**src/rtl/stage_sequencer_pkg.sv**
```systemverilog
// Shared types for the stage sequencer: FSM state and latched run mode.
package seq_pkg;

    typedef enum logic [1:0] {
        IDLE = 2'd0,
        RUN  = 2'd1,
        LAST = 2'd2
    } seq_state_t;

    typedef enum logic {
        AUTO   = 1'b0,
        MANUAL = 1'b1
    } seq_mode_t;

endpackage

```
**src/rtl/stage_sequencer_if.sv**
```systemverilog
// Front-panel requests in, per-stage enables and status out; directions named from the sequencer side.
interface stage_sequencer_if #(
    parameter int unsigned NUM_STAGES = 4
);
    localparam int unsigned STG_W = $clog2(NUM_STAGES);

    logic                  auto_i;
    logic                  manual_i;
    logic [NUM_STAGES-1:0] step_i;
    logic                  abort_i;
    logic [NUM_STAGES-1:0] en_o;
    logic [NUM_STAGES-1:0] led_o;
    logic [STG_W-1:0]      stage_o;
    logic                  busy_o;
    logic                  done_o;

    modport master (
        output auto_i, manual_i, step_i, abort_i,
        input  en_o, led_o, stage_o, busy_o, done_o
    );

    modport slave (
        input  auto_i, manual_i, step_i, abort_i,
        output en_o, led_o, stage_o, busy_o, done_o
    );

endinterface

```
**src/rtl/stage_sequencer_dwell_timer.sv**
```systemverilog
// Saturating dwell counter with synchronous clear and an equality flag against a run-time compare value.
module dwell_timer #(
    parameter int unsigned CNT_W = 8
) (
    input  logic             clk,
    input  logic             rst,
    input  logic             clr_i,
    input  logic             cnt_en_i,
    input  logic [CNT_W-1:0] cmp_val_i,
    output logic             hit_c_o
);

    logic [CNT_W-1:0] cnt_q;
    logic [CNT_W-1:0] cnt_d;

    always_comb begin
        cnt_d = cnt_q;
        if (clr_i) begin
            cnt_d = '0;
        end else if (cnt_en_i && (cnt_q != '1)) begin
            cnt_d = cnt_q + CNT_W'(1);
        end
    end

    always_ff @(posedge clk or posedge rst) begin
        if (rst) begin
            cnt_q <= '0;
        end else begin
            cnt_q <= cnt_d;
        end
    end

    assign hit_c_o = (cnt_q == cmp_val_i);

endmodule

```
**src/rtl/stage_sequencer.sv**
```systemverilog
// N-stage sequencer: walks a one-hot enable through the stages, timed or operator-stepped,
// then holds the last stage for a fixed time before returning to idle with a done pulse.
module stage_sequencer
    import seq_pkg::*;
#(
    parameter int unsigned NUM_STAGES = 4,
    parameter int unsigned CNT_W      = 8,
    parameter int unsigned AUTO_DWELL = 20,
    parameter int unsigned FINAL_HOLD = 5
) (
    input  logic               clk,
    input  logic               rst,
    stage_sequencer_if.slave   bus
);

    localparam int unsigned      STG_W    = $clog2(NUM_STAGES);
    localparam logic [STG_W-1:0] LAST_IDX = STG_W'(NUM_STAGES - 1);
    localparam logic [CNT_W-1:0] RUN_CMP  = CNT_W'(AUTO_DWELL - 1);
    localparam logic [CNT_W-1:0] HOLD_CMP = CNT_W'(FINAL_HOLD - 1);

    seq_state_t            state_q, state_d;
    seq_mode_t             mode_q,  mode_d;
    logic [STG_W-1:0]      stage_q, stage_d;
    logic [NUM_STAGES-1:0] en_q,    en_d;
    logic [NUM_STAGES-1:0] led_q,   led_d;
    logic                  busy_q,  busy_d;
    logic                  done_q,  done_d;

    logic             clr_c;
    logic             cnt_en_c;
    logic             hit_c;
    logic [CNT_W-1:0] cmp_c;

    dwell_timer #(
        .CNT_W (CNT_W)
    ) u_dwell (
        .clk       (clk),
        .rst       (rst),
        .clr_i     (clr_c),
        .cnt_en_i  (cnt_en_c),
        .cmp_val_i (cmp_c),
        .hit_c_o   (hit_c)
    );

    // Next state, counter control and next-cycle output decode.
    always_comb begin
        state_d  = state_q;
        mode_d   = mode_q;
        stage_d  = stage_q;
        done_d   = 1'b0;
        clr_c    = 1'b0;
        cnt_en_c = ((state_q == RUN) && (mode_q == AUTO)) || (state_q == LAST);
        cmp_c    = (state_q == LAST) ? HOLD_CMP : RUN_CMP;

        unique case (state_q)
            IDLE: begin
                clr_c = 1'b1;
                if (bus.auto_i) begin
                    state_d = RUN;
                    stage_d = '0;
                    mode_d  = AUTO;
                end else if (bus.manual_i && !bus.step_i[0]) begin
                    // A step[0] already held would otherwise skip stage 0 immediately.
                    state_d = RUN;
                    stage_d = '0;
                    mode_d  = MANUAL;
                end
            end
            RUN: begin
                if ((mode_q == AUTO) ? hit_c : bus.step_i[stage_q]) begin
                    stage_d = stage_q + STG_W'(1);
                    clr_c   = 1'b1;
                    if (stage_d == LAST_IDX) begin
                        state_d = LAST;
                    end
                end
            end
            LAST: begin
                if (hit_c) begin
                    state_d = IDLE;
                    stage_d = '0;
                    done_d  = 1'b1;
                    clr_c   = 1'b1;
                end
            end
            default: begin
                state_d = IDLE;
                stage_d = '0;
            end
        endcase

        if (bus.abort_i) begin
            state_d = IDLE;
            stage_d = '0;
            done_d  = 1'b0;
            clr_c   = 1'b1;
        end

        en_d   = '0;
        led_d  = '0;
        busy_d = (state_d != IDLE);
        if (busy_d) begin
            en_d  = NUM_STAGES'(1) << stage_d;
            led_d = en_d | (en_d - NUM_STAGES'(1));
        end
    end

    always_ff @(posedge clk or posedge rst) begin
        if (rst) begin
            state_q <= IDLE;
            mode_q  <= AUTO;
            stage_q <= '0;
            en_q    <= '0;
            led_q   <= '0;
            busy_q  <= 1'b0;
            done_q  <= 1'b0;
        end else begin
            state_q <= state_d;
            mode_q  <= mode_d;
            stage_q <= stage_d;
            en_q    <= en_d;
            led_q   <= led_d;
            busy_q  <= busy_d;
            done_q  <= done_d;
        end
    end

    assign bus.en_o    = en_q;
    assign bus.led_o   = led_q;
    assign bus.stage_o = stage_q;
    assign bus.busy_o  = busy_q;
    assign bus.done_o  = done_q;

endmodule

```
**src/flat_wrapper.sv**
```systemverilog
// flat-port wrapper written by rule: the top's interface ports become plain ports
module stage_sequencer_flat import seq_pkg::*;
#(
    parameter int unsigned NUM_STAGES = 4,
    parameter int unsigned CNT_W      = 8,
    parameter int unsigned AUTO_DWELL = 20,
    parameter int unsigned FINAL_HOLD = 5
)
  (clk, rst, bus_auto_i, bus_manual_i, bus_step_i, bus_abort_i, bus_en_o, bus_led_o, bus_stage_o, bus_busy_o, bus_done_o);
  stage_sequencer_if #(.NUM_STAGES(NUM_STAGES)) bus_i ();
  input  logic clk;
  input  logic rst;
  input wire logic [$bits(bus_i.auto_i)-1:0] bus_auto_i;
  input wire logic [$bits(bus_i.manual_i)-1:0] bus_manual_i;
  input wire logic [$bits(bus_i.step_i)-1:0] bus_step_i;
  input wire logic [$bits(bus_i.abort_i)-1:0] bus_abort_i;
  output wire logic [$bits(bus_i.en_o)-1:0] bus_en_o;
  output wire logic [$bits(bus_i.led_o)-1:0] bus_led_o;
  output wire logic [$bits(bus_i.stage_o)-1:0] bus_stage_o;
  output wire logic [$bits(bus_i.busy_o)-1:0] bus_busy_o;
  output wire logic [$bits(bus_i.done_o)-1:0] bus_done_o;
  assign bus_i.auto_i = bus_auto_i;
  assign bus_i.manual_i = bus_manual_i;
  assign bus_i.step_i = bus_step_i;
  assign bus_i.abort_i = bus_abort_i;
  assign bus_en_o = bus_i.en_o;
  assign bus_led_o = bus_i.led_o;
  assign bus_stage_o = bus_i.stage_o;
  assign bus_busy_o = bus_i.busy_o;
  assign bus_done_o = bus_i.done_o;
  stage_sequencer #(.NUM_STAGES(NUM_STAGES), .CNT_W(CNT_W), .AUTO_DWELL(AUTO_DWELL), .FINAL_HOLD(FINAL_HOLD)) u_core (.clk(clk), .rst(rst), .bus(bus_i));
endmodule
```
**config.mk**
```make
export PLATFORM = sky130hd
export DESIGN_NAME = stage_sequencer_flat
export DESIGN_NICKNAME = d
export VERILOG_FILES = /design/src/rtl/stage_sequencer_pkg.sv /design/src/rtl/stage_sequencer_if.sv /design/src/rtl/stage_sequencer_dwell_timer.sv /design/src/rtl/stage_sequencer.sv /design/src/flat_wrapper.sv
export SDC_FILE = /design/constraint.sdc
export NUM_CORES = 1
export LEC_CHECK = 0
export CAP_MARGIN = 5
export CORE_AREA = 2 2 52 54
export DETAILED_ROUTE_END_ITERATION = 8
export DIE_AREA = 0 0 54 56
export HOLD_SLACK_MARGIN = 0.15
export PLACE_DENSITY = 0.71
export SLEW_MARGIN = 20
export SYNTH_ARGS = -nofsm -noshare
export SYNTH_HDL_FRONTEND = slang
export SYNTH_SLANG_ARGS = --single-unit
```
**constraint.sdc**
```tcl
create_clock -name clk -period 2.8 [get_ports clk]
set_input_delay 0.56 -clock clk [delete_from_list [all_inputs] [get_ports clk]]
set_output_delay 0.56 -clock clk [all_outputs]
set_load 0.005 [all_outputs]
```
==> flow_summary.toml, run 1 <==
[run_status]
outcome = "complete, no violations"

[timing]
hold_viol = 0
slew_headroom_pct = 46.46
post-route-period-util_pct = 79.68
worstMarginPinSlew_ns = 0.8021
hold_ws_ns = 0.5841
setup_tns_ns = 0
clock.fmax_ghz = 0.4482
period_needed_ns = 2.231
setup_viol = 0
fin_worst_skew_ns = 0.001170
final_max_slew_viol_count = 0
rsz0062_at_grt = "no"

[setup_path]
ff2ff_path_depth = 5
critPathSlowestCell = "mux4_2"
slowest_delay_ns = 0.50
setup.worst_path.end = "u_core.bus.en_o[1]"
crit_path_start = "bus_step_i[0]"
cp-start-kind = "input port"
cp-end-kind = "flip-flop"
r2r_start = "u_core.u_dwell.cnt_q[4]"
crit_path_max_fanout = 7
r2r_slack_ns = 0.71
r2r_end = "u_core.bus.en_o[1]"
crit_type = "input port to flip-flop"
critPathRequiredTime_ns = 3.02
cp.arrival_ns = 2.46
crit_chain = "clkdlybuf4s50_1 -> mux4_2 -> a22o_2 -> a221oi_4 -> nor3b_2"

[final_layout]
fillers = 221
final_core_util_pct = 57.66
antennaDiodeCount = 0
area_growth_pct = 20.54
layout.nets = 140
drive_above_1_share_pct = 14.06

[yosys]
ys_types = 42
yosysMostFrequentCell = "dfrtp_1"
yosysTopAreaCell = "dfrtp_1"
synth_edf_count = 0
yosysWarnings = 0
synth_area_leaders = "dfrtp_1, nor2_1, xnor2_1, a21oi_1, a221oi_4"
synth_top_area_share_pct = 45.16
synth_cells = 109
synth_fp_nets = 120
ys_seq_elements = 21
synth_seq_area_share_pct = 45.16
ys.flop_type = "dfrtp_1"
syn_area_um2 = 1164
synth_area_per_cell_um2 = 10.68
synth_common_cells = "dfrtp_1, nor2_1, a21oi_1"
synth-async-reset-ratio_pct = 100.0

[floorplan]
die_y_um = 56
core_area_um2 = 2432
io_pins = 21
die_area_um2 = 3024
die_w_um = 54
initial_utilization_pct = 47.84
rows = 18

[routing]
wl_per_cell_um = 13.85
first_pass_iters = 4
drcViolationCount = 0
vias = 849
wl_um = 2189
drtIter0Drc = 18
routed_via_density = 5.373
antenna_left = 0

[clock_tree]
cts_resized = 0
cts-root-buf = "clkbuf_4"
post-cts-setup-buffers = 0
clk_latency_ns = 0.30
clockBufferDepth = 2
cts_buffers = 3
h-tree-depth = 1
clock-sinks = 21
clkTransAtPathRegs_ns = 0.11
cts_hold_buffers = 0
cts_tree = "yes"

[power_and_ir_drop]
vdd_drop_max_mv = 0.2469
powerDensity_nw_per_um2 = 387.7
leakage_nw = 0.5576
power.total_mw = 0.5437

[grt]
use_met2_pct = 26.13
antenna_found_initial = 0
grt_pass1_vias = 847
overflow = 0
grt_max_degree = 22
gr-usage-met3_pct = 2.419
grt-busiest-layer = "met2"
grtUsageTotal_pct = 17.02
use_met1_pct = 23.77
grt_pass1_wl_um = 3822

[placement]
post-dp-hpwl_um = 1676
port_buffers = 20
gp_congestion = 0.8341

[worst_hold_path]
hp-class = "flip-flop to flip-flop"

[run]
maxCapViolCount = 0
[through the flow]
stage | std cells | setup WS [ns] | instance area, µm²
floorplan | 109 | 0.8043 | 1164
detailed placement | 154 | 0.2513 | 1375
CTS | 158 | 0.5737 | 1403
global route | 158 | 0.4837 | 1403
finish | 158 | 0.5689 | 1403
global placement | 154 | 0.3387 | 1375
[worst max-delay path, delay by kind of cell]
family / cells / cell delay [ns]
multiplexers: 1 / 0.50
AO/OA/AOI/OAI: 2 / 0.74
buffers and inverters: 1 / 0.42
AND/OR/NAND/NOR: 1 / 0.24
[cells by family (layout without fill, tap and decap cells)]
| kind of cell | Yosys count | in the layout | share of synthesized area [%] |
|---|---|---|---|
| and+or+nand+nor | 42 | 42 | 21.51 |
| buffers and inverters | 12 | 31 | 4.516 |
| muxes | 3 | 3 | 4.731 |
| adders and majority gates | 2 | 2 | 2.150 |
| DFF | 21 | 21 | 45.16 |
| AOI/OAI and AO/OA | 22 | 22 | 16.67 |
| xor gates and xnor gates | 7 | 7 | 5.269 |
[cells in the final DEF (no fill, tap or decap), types with 2 or more instances in the layout]
cell type,instances
nor3_1,4
nand2_1,2
clkdlybuf4s50_1,20
nand4_1,2
xnor2_1,6
clkbuf_4,3
a211o_1,3
dfrtp_1,21
nor2_1,17
nand2b_1,2
inv_1,7
a21oi_1,8
nand3_1,3
ha_1,2
[sequential cells by signal, summed over array words and instances, names as in the netlist]
register and count:
u_core.state_q 2, u_core.bus.done_o 1, u_core.bus.led_o 3, u_core.mode_q 1, u_core.u_dwell.cnt_q 8, u_core.bus.en_o 4, u_core.bus.stage_o 2
[per-layer routing]
layer / wire length (µm) / vias to the layer above
li1: - / 425
met1: 939 / 401
met2: 1099 / 21
met3: 131 / 2
met4: 19 / 0
met5: 0 / -
[worst min path at each step]
stage	from	to	slack [ns]	depth (start not counted)
final	u_core.u_dwell.cnt_q[6]	u_core.u_dwell.cnt_q[6]	0.58	2
after global routing	u_core.u_dwell.cnt_q[7]	u_core.u_dwell.cnt_q[7]	0.64	2
after CTS	u_core.u_dwell.cnt_q[6]	u_core.u_dwell.cnt_q[6]	0.59	2
after detailed placement	u_core.u_dwell.cnt_q[6]	u_core.u_dwell.cnt_q[6]	0.56	2
after global placement	u_core.u_dwell.cnt_q[6]	u_core.u_dwell.cnt_q[6]	0.56	2
after floorplan	u_core.u_dwell.cnt_q[6]	u_core.u_dwell.cnt_q[6]	0.53	2
[final cells by class]
cell class / count / area, µm² / share of cell area (%)
timing repair buffer: 20 / 200.2 / 14.27
clock inverter: 1 / 5.005 / 0.3568
inverter: 7 / 26.28 / 1.873
multi-input combinational: 76 / 585.6 / 41.75
tap: 30 / 37.54 / 2.676
clock buffer: 3 / 22.52 / 1.606
sequential: 21 / 525.5 / 37.47
[where the power goes]
part,leakage (nW),switching [mW],internal (mW)
logic,0.254,0.0413,0.0398
registers,0.286,0.00958,0.311
clock network,0.0177,0.0885,0.0532
total,0.558,0.139,0.404
No activity file was read; power rests on OpenSTA's default activity.
==> run 2: changes to the inputs <==
- CORE_AREA: 2 2 52 54 -> 2 2 54 56
- DIE_AREA: 0 0 54 56 -> 0 0 56 58
- PLACE_DENSITY: 0.71 -> 0.69
- clock period: 2.8 -> 1.96 ns (I/O delays scaled with it)
==> run 2 against run 1 <==
The flow now finishes with violations (negative setup slack). Critical endpoint is now u_core.bus.en_o[2]. Count of clock-buffer cells in the layout did not move. Critical path depth rose by 2. Total power rose by 49%. Worst setup slack got worse by 0.62 ns. Sequential share of layout area fell by 5.3 points. First-iteration DRC count rose by 44%. Sequential power rose by 42%.
==> flow_summary.toml, run 2 (synthesis results as in run 1) <==
[run_status]
outcome = "finished with violations"
violations = "negative setup slack"

[floorplan]
io_pins = 21
rows = 19
initial_utilization_pct = 43.70
die_y_um = 58
die_area_um2 = 3248
die_w_um = 56
core_area_um2 = 2663

[grt]
grtUsageTotal_pct = 16.81
antenna_found_initial = 0
overflow = 0
grt_max_degree = 22
grt_pass1_vias = 992
grt_pass1_wl_um = 4305

[timing]
layout_setup_ws_ns = -0.04625
hold_ws_ns = 0.4023
setup_viol = 6
fin_worst_skew_ns = 0.002406
period_needed_ns = 2.006
hold_viol = 0
slew_headroom_pct = 55.50
setup_tns_ns = -0.1872
worstMarginPinSlew_ns = 0.6675
clock.fmax_ghz = 0.4984
rsz0062_at_grt = "yes"
post-route-period-util_pct = 102.4
final_max_slew_viol_count = 0

[placement]
gp_congestion = 0.8597
pre_cts_ws_ns = -0.3809
port_buffers = 20
post-dp-hpwl_um = 1880

[routing]
wl_um = 2577
vias = 967
routed_via_density = 5.227
antenna_left = 0
wl_per_cell_um = 13.93
first_pass_iters = 4
wl_met1_um = 1073
wl_met2_um = 1398
top_layer_used = "met4"
drtIter0Drc = 26
drcViolationCount = 0
dr_wl_met3_um = 74

[final_layout]
drive_above_1_share_pct = 33.12
area_growth_pct = 40.21
antennaDiodeCount = 0
mostFrequentLayoutCells = "buf_4, dfrtp_1, clkdlybuf4s50_1, nor2_1, inv_1"
layout.nets = 166
largest-register = "u_core.u_dwell.cnt_q"
largest_register_ff_count = 8
final_common_cell = "buf_4"

[clock_tree]
clk_latency_ns = 0.30
h-tree-depth = 1
cts_hold_buffers = 0
clockBufferDepth = 2
cts-root-buf = "clkbuf_4"
cts_tree = "yes"
clock-sinks = 21
clkTransAtPathRegs_ns = 0.12
cts_buffers = 3

[power_and_ir_drop]
powerDensity_nw_per_um2 = 497.1
vdd_drop_max_mv = 0.4351
power.total_mw = 0.8111
leakage_nw = 0.6946

[setup_path]
slowest_delay_ns = 0.58
crit_top_cell = "buf_4"
critPathRequiredTime_ns = 2.18
crit_path_max_fanout = 6
crit_family = "simple AND/OR/NAND/NOR gates"
crit_type = "flip-flop to flip-flop"
cp-start-kind = "flip-flop"
ff2ff_path_depth = 7
crit_buf_inv = 2
critPathSlowestCell = "or4b_4"
cp-end-kind = "flip-flop"
r2r_slack_ns = -0.05
r2r_start = "u_core.u_dwell.cnt_q[4]"
cp.arrival_ns = 2.23
r2r_end = "u_core.bus.en_o[2]"
crit_chain = "or4b_4 -> mux2i_4 -> buf_4 -> a22o_4 -> a221oi_4 -> buf_4 -> nor4b_2"

[worst_hold_path]
hp-class = "input port to asynchronous set/reset pin"

[run]
maxCapViolCount = 0
-- run 2: cell type report --
cell class,count,area [µm²]
Clock buffer,3,22.52
Clock inverter,1,5.005
Fill cell,249,1031
Inverter,7,26.28
Multi-Input combinational cell,76,619.3
Sequential cell,21,525.5
Tap cell,31,38.79
Timing Repair Buffer,46,394.1
-- run 2: metrics by stage --
stage	utilization, %	area (µm²)	cells
after floorplan	-	1164	109
after global placement	56.20	1496	171
after detailed placement	56.20	1496	171
after CTS	58.27	1551	177
after global routing	61.28	1632	185
final	61.28	1632	185
-- run 2: worst reg2reg max path, cell delays in order (launching register included) --
cell	delay, ns
dfrtp_1	0.40
or4b_4	0.58
mux2i_4	0.21
buf_4	0.15
a22o_4	0.15
a221oi_4	0.09
buf_4	0.15
nor4b_2	0.20
-- run 2: timing repair --
| action | CTS | global route |
|---|---|---|
| gates resized for setup | 4 | 5 |
| pin swaps | 3 | 2 |
| endpoints found under the setup margin | 5 | 15 |
| buffers inserted | 2 | 8 |
| endpoints found under the hold margin | 0 | 0 |
-- run 2: worst max path at each step --
stage,startpoint,endpoint,cells past startpoint
after detailed placement,bus_step_i[0],u_core.bus.en_o[0],5
after global placement,bus_step_i[0],u_core.bus.en_o[0],5
after CTS,u_core.u_dwell.cnt_q[6],u_core.bus.en_o[0],5
after floorplan,u_core.u_dwell.cnt_q[4],u_core.bus.en_o[0],5
after global routing,u_core.u_dwell.cnt_q[4],u_core.bus.stage_o[1],7
final,u_core.u_dwell.cnt_q[4],u_core.bus.en_o[2],7
-- run 2: power by group --
group,internal (mW),switching [mW]
registers,0.445,0.0109
logic,0.0737,0.0705
clock network,0.0762,0.135
-- run 2: routing by layer --
metal	GRT usage (%)	vias up
met5	0	-
met4	7.143	0
met2	30.42	14
met1	19.74	471
li1	-	478
met3	2.902	4
==> patch (config.mk and constraints of run 2) <==
`AUTO_DWELL` is set to 20 in 2 places; all go to 15.
--- a/src/rtl/stage_sequencer.sv
+++ b/src/rtl/stage_sequencer.sv
@@ -5,7 +5,7 @@
 #(
     parameter int unsigned NUM_STAGES = 4,
     parameter int unsigned CNT_W      = 8,
-    parameter int unsigned AUTO_DWELL = 20,
+    parameter int unsigned AUTO_DWELL = 15,
     parameter int unsigned FINAL_HOLD = 5
 ) (
     input  logic               clk,
--- a/src/flat_wrapper.sv
+++ b/src/flat_wrapper.sv
@@ -3,7 +3,7 @@
 #(
     parameter int unsigned NUM_STAGES = 4,
     parameter int unsigned CNT_W      = 8,
-    parameter int unsigned AUTO_DWELL = 20,
+    parameter int unsigned AUTO_DWELL = 15,
     parameter int unsigned FINAL_HOLD = 5
 )
   (clk, rst, bus_auto_i, bus_manual_i, bus_step_i, bus_abort_i, bus_en_o, bus_led_o, bus_stage_o, bus_busy_o, bus_done_o);
Behaviour: no difference found for any inputs over 10 cycles, from zero or initial values and one cycle with rst high; that may be too few to reach the edited logic, so the function may still have changed.
==> patch against run 2 <==
Non-clock buffer count shrank 13; worst setup slack better by 0.030 ns; design area down 8.2%; count of clock-buffer cells in the layout grew 1; sequential cell count is the same; wire length decreased by 11%; synthesized area down 1.1%; total power is 0.93% lower; the flow still finishes with violations (negative setup slack); synthesized cell count up 8.3%.
==> patch: results (changes against run 2) <==
[run_status]
status=complete, but fails checks  ; unchanged
violations=negative setup slack  ; unchanged

[final_layout]
clk_share_pct=1.75  ; was 1.69%
fillers=253  ; was 249
final_cell_area_um2=1500  ; was 1630 µm²
seq_cell_count=21  ; unchanged
buffers=33  ; was 46
bufAreaShareNonClock_pct=19.9  ; was 24.2%
multi_input_area_um2=576  ; was 619 µm²
nets=163  ; was 166

[detailed_routing]
wl_met3_um=99  ; was 74 µm
finalWirelength_um=2300  ; was 2580 µm

[timing]
final-setup-viol-count=1  ; was 6
tns_ns=-0.0167  ; was -0.187 ns
slew_headroom_pct=70.1  ; was 55.5%
worst_slack_ns=-0.0167  ; was -0.0463 ns
fin_skew_ns=0.00642  ; was 0.00241 ns

[synth]
synthTopCellsByArea=dfrtp_1 46%, nor2_1 5.9%, a21oi_1 3.5%, xnor2_1 3.0%, inv_1 2.9%  ; was dfrtp_1 45%, nor2_1 5.5%, xnor2_1 4.5%, a21oi_1 3.4%, a221oi_4 2.3%
synth_nets=129  ; was 120
ys_seq_area_share_pct=45.7  ; was 45.2%

[clock_network]
ctsResizeCount=2  ; was 4
postCtsSetupRepairBufs=0  ; was 2

[grt]
use_met1_pct=19.6  ; was 19.7%
globalRouteTotalUtil_pct=15.9  ; was 16.8%

[setup_path]
r2r_start=u_core.u_dwell.cnt_q[6]$_DFFE_PP0P_  ; was u_core.u_dwell.cnt_q[4]$_DFFE_PP0P_
worst-endpoint-arrival_ns=2.18  ; was 2.23 ns

[place]
post-place-ws_ns=-0.136  ; was -0.381 ns
place.gp.congestion=0.873  ; was 0.860

[power_and_ir_drop]
ir_drop_mv=0.388  ; was 0.435 mV
p_sw_uw=204  ; was 216 µW
powerComb_uw=140  ; was 144 µW

[patch: cell types whose count changed after synthesis, sizes merged, moves of 2 or more]
cell,change
and2,+2
a21o,+3
nor3b,-2
xnor2,-2
a211o,-3
xor2,+2
nand2,+2
inv,+2
nand2b,+3
nand3,+2
clkbuf,-2
[patch: kinds of logic after synthesis]
| kind of cell | count (synthesis) | share of synthesized area, % |
|---|---|---|
| AO/OA/AOI/OAI | 26 | 16.5 |
| buffers and inverters | 13 | 5.33 |
| multiplexers | 4 | 3.91 |
| AND/OR/NAND/NOR | 45 | 21.1 |
| XOR/XNOR | 7 | 5.33 |
| flip-flops | 21 | 45.7 |
| adder cells (fa/ha/maj) | 2 | 2.17 |
[patch: critical path, stage by stage, from the launching register on]
cell	delay (ns)
dfrtp_1	0.40
or4_4	0.58
nor3_4	0.21
a21oi_1	0.11
a311oi_2	0.32
nand2b_1	0.19
nor3_1	0.06
